File: src/rtl/mem_arbiter_pkg.sv
// Shared types for the two-requester memory arbiter: FSM state encoding and requester ids.
package mem_arbiter_pkg;

    typedef enum logic [1:0] {
        IDLE   = 2'd0,
        ACCESS = 2'd1,
        RESP   = 2'd2
    } state_e;

    typedef enum logic {
        REQ_IF = 1'b0,
        REQ_D  = 1'b1
    } req_id_e;

endpackage

File: src/rtl/mem_arbiter_pick.sv
// Combinational winner selection: on contention the requester not granted last wins.
module mem_arbiter_pick
    import mem_arbiter_pkg::*;
(
    input  logic    if_req,
    input  logic    d_req,
    input  req_id_e last_grant,
    output req_id_e grant_id
);

    always_comb begin
        grant_id = REQ_D;
        if (if_req && d_req) begin
            grant_id = (last_grant == REQ_IF) ? REQ_D : REQ_IF;
        end else if (if_req) begin
            grant_id = REQ_IF;
        end
    end

endmodule

File: src/rtl/mem_arbiter.sv
// Fetch/data arbiter for one single-port synchronous-read memory, one access per 3 cycles.
// Define MEM_ARBITER_RR_EN for round-robin arbitration; default is data-over-fetch priority.
module mem_arbiter
    import mem_arbiter_pkg::*;
#(
    parameter int AW = 32,
    parameter int DW = 32
) (
    input  logic          clk,
    input  logic          reset,
    input  logic          if_req,
    input  logic [AW-1:0] if_addr,
    output logic [DW-1:0] if_rdata,
    output logic          if_ack,
    input  logic          d_req,
    input  logic          d_we,
    input  logic [AW-1:0] d_addr,
    input  logic [DW-1:0] d_wdata,
    output logic [DW-1:0] d_rdata,
    output logic          d_ack,
    output logic [AW-1:0] mem_addr,
    output logic          mem_we,
    output logic [DW-1:0] mem_wdata,
    input  logic [DW-1:0] mem_rdata
);

    state_e        state_q, state_d;
    req_id_e       gnt_id_q, gnt_id_d;
    logic [AW-1:0] gnt_addr_q, gnt_addr_d;
    logic          gnt_we_q, gnt_we_d;
    logic [DW-1:0] gnt_wdata_q, gnt_wdata_d;
    logic [DW-1:0] if_rdata_q, if_rdata_d;
    logic [DW-1:0] d_rdata_q, d_rdata_d;
    req_id_e       pick_id;
    req_id_e       last_grant;
    logic          grant_now;

    assign grant_now = (state_q == IDLE) && (if_req || d_req);

`ifdef MEM_ARBITER_RR_EN
    req_id_e last_grant_q;

    always_ff @(posedge clk or posedge reset) begin
        if (reset) begin
            last_grant_q <= REQ_IF;
        end else if (grant_now) begin
            last_grant_q <= pick_id;
        end
    end

    assign last_grant = last_grant_q;
`else
    // Pretending fetch was last granted makes the picker favour data on contention.
    assign last_grant = REQ_IF;
`endif

    mem_arbiter_pick u_pick (
        .if_req     (if_req),
        .d_req      (d_req),
        .last_grant (last_grant),
        .grant_id   (pick_id)
    );

    always_comb begin
        state_d     = state_q;
        gnt_id_d    = gnt_id_q;
        gnt_addr_d  = gnt_addr_q;
        gnt_we_d    = gnt_we_q;
        gnt_wdata_d = gnt_wdata_q;
        if_rdata_d  = if_rdata_q;
        d_rdata_d   = d_rdata_q;
        case (state_q)
            IDLE: begin
                if (grant_now) begin
                    state_d  = ACCESS;
                    gnt_id_d = pick_id;
                    if (pick_id == REQ_D) begin
                        gnt_addr_d  = d_addr;
                        gnt_we_d    = d_we;
                        gnt_wdata_d = d_wdata;
                    end else begin
                        gnt_addr_d = if_addr;
                        gnt_we_d   = 1'b0;
                    end
                end
            end
            ACCESS: state_d = RESP;
            RESP: begin
                state_d = IDLE;
                // Read data is valid in RESP; a write leaves d_rdata untouched.
                if (gnt_id_q == REQ_IF) begin
                    if_rdata_d = mem_rdata;
                end else if (!gnt_we_q) begin
                    d_rdata_d = mem_rdata;
                end
            end
            default: state_d = IDLE;
        endcase
    end

    always_ff @(posedge clk or posedge reset) begin
        if (reset) begin
            state_q     <= IDLE;
            gnt_id_q    <= REQ_IF;
            gnt_addr_q  <= '0;
            gnt_we_q    <= 1'b0;
            gnt_wdata_q <= '0;
            if_rdata_q  <= '0;
            d_rdata_q   <= '0;
        end else begin
            state_q     <= state_d;
            gnt_id_q    <= gnt_id_d;
            gnt_addr_q  <= gnt_addr_d;
            gnt_we_q    <= gnt_we_d;
            gnt_wdata_q <= gnt_wdata_d;
            if_rdata_q  <= if_rdata_d;
            d_rdata_q   <= d_rdata_d;
        end
    end

    // Outputs decode from registered state, so reset drops mem_we and acks at once.
    assign mem_addr  = gnt_addr_q;
    assign mem_wdata = gnt_wdata_q;
    assign mem_we    = (state_q == ACCESS) && gnt_we_q;
    assign if_ack    = (state_q == RESP) && (gnt_id_q == REQ_IF);
    assign d_ack     = (state_q == RESP) && (gnt_id_q == REQ_D);
    assign if_rdata  = if_rdata_q;
    assign d_rdata   = d_rdata_q;

endmodule

File: config.mk
export PLATFORM = sky130hd
export DESIGN_NAME = mem_arbiter
export DESIGN_NICKNAME = d
export VERILOG_FILES = /design/src/rtl/mem_arbiter_pkg.sv /design/src/rtl/mem_arbiter_pick.sv /design/src/rtl/mem_arbiter.sv
export SDC_FILE = /design/constraint.sdc
export NUM_CORES = 1
export LEC_CHECK = 0
export CELL_PAD_IN_SITES_DETAIL_PLACEMENT = 1
export CELL_PAD_IN_SITES_GLOBAL_PLACEMENT = 1
export CORE_UTILIZATION = 35
export CTS_CLUSTER_DIAMETER = 30
export DETAILED_ROUTE_END_ITERATION = 12
export PLACE_DENSITY = 0.95
export SLEW_MARGIN = 15
export SYNTH_ARGS = -nofsm -noshare
export SYNTH_HDL_FRONTEND = slang
export SYNTH_SLANG_ARGS = --single-unit
File: constraint.sdc
create_clock -name clk -period 7.5 [get_ports clk]
set_input_delay 2.25 -clock clk [delete_from_list [all_inputs] [get_ports clk]]
set_output_delay 2.25 -clock clk [all_outputs]
set_load 0.02 [all_outputs]
# After elaboration in Yosys (flattened, before gate mapping)
# Index checks and enable logic that the tools add are counted.
[totals] in_bits=133 ff_bits=132 wordCells=29 output_inout_bits=131
[classes] eq_ne=3 n_bitwise=2 muxes=6 n_reduce_logical=11
[op_table] operator="$mux W32" n=1
[op_table] operator="$reduce_and A3 Y1" n=2
[op_table] operator="$logic_and A1 B1 Y1" n=5
[op_table] operator="$pmux W2 S2" n=1
[op_table] operator="$reduce_and A2 Y1" n=2
[op_table] operator="$mux W1" n=3
[op_table] operator="$eq A2 B1 Y1 const B" n=1
[op_table] operator="$eq A2 B2 Y1 const B" n=1
[op_table] operator="$logic_not A2 Y1" n=1
[op_table] operator="$mux W2" n=1
[op_table] operator="$ne A2 B2 Y1 const B" n=1
[op_table] operator="$not A1 Y1" n=2
[op_table] operator="$logic_or A1 B1 Y1" n=1

# Depth between registers and ports, before layout
[logic_depth] depth_word=4 depth_mapped=5 ltp_nobuf=4

# Cells and area by module
# A second synthesis with hierarchy kept.
[unflattened] cells_unflattened=329 area_unflattened_um2=5435.2
[by_module_without_submodules] module="mem_arbiter" seq_area_each_um2=3303.2 cells_per_inst=327 area_per_inst_um2=5422.7 n_inst=1
[by_module_without_submodules] module="mem_arbiter_pick" seq_area_each_um2=0.0 cells_per_inst=2 area_per_inst_um2=12.5 n_inst=1

# Least setup slack after synthesis
# OpenSTA, ideal clock, no wires.
[synth_timing] path_kind="input -> register" startpoint="input port if_req" endpoint="register gnt_addr_q[0], in the netlist mem_addr[0]" setup_time_ns=0.125 cell_stages=5 path_buffers=2 t_arrival_ns=3.220 path_slack_ns=4.155 required_ns=7.375 path_cell_list="nor2b_1 > buf_6 > buf_6 > mux2_4 > mux2_2"
[synth_via] elab_chain_len=3 elab_cells_between_ends=7 classes_between="mux: 3; reduce/logical: 4"
[synth_lines] item="start: declaration" line="mem_arbiter.sv:11" source="input logic if_req,"
[synth_lines] item="$mux W1, or another cell as far along" line="mem_arbiter_pick.sv:15" source="end else if (if_req) begin"
[synth_lines] item="$mux W1 or $logic_and A1 B1 Y1 (tied branches)" line="mem_arbiter_pick.sv:13, mem_arbiter.sv:38"
[synth_lines] item="$mux W32 or $reduce_and A2 Y1 (tied branches)"
[synth_lines] item="end signal: assignment" line="mem_arbiter.sv:113" source="gnt_addr_q <= gnt_addr_d;"
[synth_lines] item="end: declaration" line="mem_arbiter.sv:29" source="logic [AW-1:0] gnt_addr_q, gnt_addr_d;"
# Parallel ways exist; a longest one is shown, timed or not.
# A chain may end at the register's enable or synchronous reset.

# Worst setup path after layout
[layout_timing] startpoint="register state_q[0]" endpoint="output port if_ack"
[layout_via] elab_chain_len=2
[layout_lines] item="start: declaration" line="mem_arbiter.sv:27" source="state_e state_q, state_d;"
[layout_lines] item="start signal: assignment" line="mem_arbiter.sv:111" source="state_q <= state_d;"
[layout_lines] item="$eq A2 B2 Y1" line="mem_arbiter.sv:125" source="assign if_ack = (state_q == RESP) && (gnt_id_q == REQ_IF);"
[layout_lines] item="$logic_and A1 B1 Y1" line="mem_arbiter.sv:125"
[layout_lines] item="end: declaration" line="mem_arbiter.sv:14" source="output logic if_ack,"
# Every way passes these cells.

==> flow_summary.yaml <==
outcome:
  status: "complete, no violations"
cells_and_area:
  syn_to_final_growth_pct: 60.5
  fillers: 1469
  nNetsFinal: 726
  antenna_cells: 0
  fin_cells: 816
  drive_gt1_share_pct: 33.1
logic_synthesis:
  synth_top_cell_by_area: "dfrtp_1"
  yosysWarnings: 0
  syn_nets: 456
  syn-cell-area_um2: 5600
  synth_edf_count: 0
  yosysSeqAreaShare_pct: 58.9
  yosysMostFrequentCell: "dfrtp_1"
  syn_inst: 323
  yosys.area.top_type_share_pct: 58.9
  syn_area_per_cell_um2: 17.4
  synth_common_cells: "132 x dfrtp_1, 100 x mux2_2, 60 x mux2_4"
  async_flop_share_pct: 100
  synth_area_leaders: "dfrtp_1 59%, mux2_2 20%, mux2_4 16%"
  ys.flop_type: "dfrtp_1"
  ys_ff_latch: 132
  yosysUniqueCellTypes: 18
timing:
  setup_slack_ns: 3.10
  setup_viol: 0
  slew_headroom_pct: 47.7
  fin_crit_sh_pct: 58.7
  skew_ns: 0.0101
  slew_viol_final: 0
  hold_violations: 0
  post-route-min-period_ns: 4.40
  rsz0062_at_grt: "false"
  hold_ws_ns: 0.487
  worst_pin_slew_ns: 0.785
  finalSetupTns_ns: 0
  fmax_mhz: 227
global_routing:
  antenna_found_initial: 0
  grt_pass1_vias: 4468
  grt-ovfl-total: 0
  grt_use_total_pct: 20.4
  grt_pass1_wl_um: 25000
  grt_max_degree: 61
clocking:
  cts_root_buf: "clkbuf_16"
  htree_levels: 4
  post_cts_buffers: 0
  cts_tree: "yes"
  clk_path_buf_depth: 2
  cts_sinks: 132
  path_clk_slew_ns: 0.05
  holdBufCountCts: 0
  clock_latency_ns: 0.41
  cts_buffers: 17
  cts.repair.resized: 0
power:
  irDropWorstVdd_mv: 0.243
  leakage_nw: 3.76
  power_density_nw_per_um2: 467
worst_setup_path:
  cp-start-kind: "flop"
  cp-end-kind: "output pin"
  path_max_fanout: 33
  path_cells: "nor3b_4, buf_4, clkdlybuf4s50_1"
  r2r_cells: 4
  crit_arrival_ns: 2.15
  reg2reg_to: "mem_addr[4]"
  slowest_delay_ns: 0.70
  r2r_setup_slack_ns: 5.57
  worst-setup-path-type: "flop to output pin"
  crit-reg2reg-launch: "state_q[0]"
  cp_slowest_cell: "clkdlybuf4s50_1"
  required_ns: 5.25
route:
  ant_nets: 0
  dr.pass1.iters: 4
  initialDrtViolationCount: 104
  num_vias: 3788
  viasPerCell: 4.64
  finalWirelength_um: 16300
  wl_per_cell_um: 19.9
  drc: 0
placement:
  gp_congestion: 0.782
  dp_cells: 785
  dp_hpwl_um: 11900
  io_buffers: 263
  dp_slack_ns: 3.29
hold_path:
  whs_path_depth: 1
  hold_start: "state_q[1]"
  hold_path_class: "flop to flop"
  hold_end: "state_q[1]"
flow_run:
  cap_violations: 0
floorplanning:
  rows: 45
  die_w_um: 129
  start_util_pct: 36.3
  die_area_um2: 16500
  die_h_um: 129
  ios: 264
  core_um2: 15400
[cell usage in the layout, fill, tap and decap left out]
master           instances
nor2_1                   1
clkbuf_16               17
nor2b_1                  1
bufinv_16                4
clkinvlp_4               4
a21o_1                   1
mux2_2                 100
nor3b_4                  1
clkbuf_1                 2
inv_4                    1
mux2_4                  60
clkinv_4                 2
and3b_1                  1
inv_2                    1
buf_4                    6
inv_6                    1
a22o_1                   1
clkdlybuf4s50_1        263
dfrtp_1                132
and2_1                   2
clkinv_2                 1
nor2b_4                  2
o21ai_1                  1
[layer usage]
layer  wire length (um)  track usage, %
met1               6030            21.1
met2               8570            37.7
met3               1390            7.07
met4                289            7.68
met5                  0               0
[registers in the layout (all words and copies together) (netlist names)]
register,count
d_rdata,32
if_rdata,32
mem_addr,32
mem_wdata,32
state_q,2
gnt_id_q,1
gnt_we_q,1
[kinds of logic (layout without fill, tap and decap cells)]
family | count (synthesis) | after routing | synth area share, %
mux | 160 | 160 | 36.2
buf+inv | 20 | 302 | 3.37
simple gates | 8 | 8 | 1.14
flops | 132 | 132 | 58.9
compound gates | 3 | 3 | 0.380
[per-stage QoR]
stage | cell area [um^2] | total power, mW | util [%]
finish | 8990 | 4.20 | 58.3
global route | 8990 | 4.41 | 58.3
CTS | 8990 | 4.26 | 58.3
detailed placement | 8380 | 3.35 | 54.3
global placement | 8380 | 3.26 | 54.3
floorplan | 5600 | 2.38 | -
[area by class of cell]
type / instances / area [um^2] / share of cell area [%]
Sequential cell: 132 / 3300 / 36.7
Multi-Input combinational cell: 171 / 2130 / 23.6
Timing Repair Buffer: 269 / 2680 / 29.8
Clock buffer: 19 / 433 / 4.81
Tap cell: 211 / 264 / 2.94
Clock inverter: 12 / 181 / 2.02
Inverter: 2 / 10.0 / 0.111
[worst max path at each step]
stage              endpoint       start  cells after the start  slack, ns
6_report             if_ack  state_q[0]                      3       3.10
5_1_grt              if_ack  state_q[0]                      3       2.97
4_1_cts              if_ack  state_q[0]                      3       3.06
3_5_place_dp   mem_addr[30]      if_req                      5       3.29
3_3_place_gp   mem_addr[30]      if_req                      5       3.37
2_1_floorplan    d_rdata[0]       reset                      1       1.72
[worst max-delay path: cells and delay by family (launching register included)]
kind / cells / cell delay [ns]
buf+inv: 2 / 1.13
flops: 1 / 0.41
simple gates: 1 / 0.19
[power by group]
| group | switching, mW | internal, mW |
|---|---|---|
| logic | 0.906 | 1.12 |
| clock network | 0.315 | 0.556 |
| registers | 0.225 | 1.08 |
| total | 1.45 | 2.75 |
(Power assumes the default switching activity.)
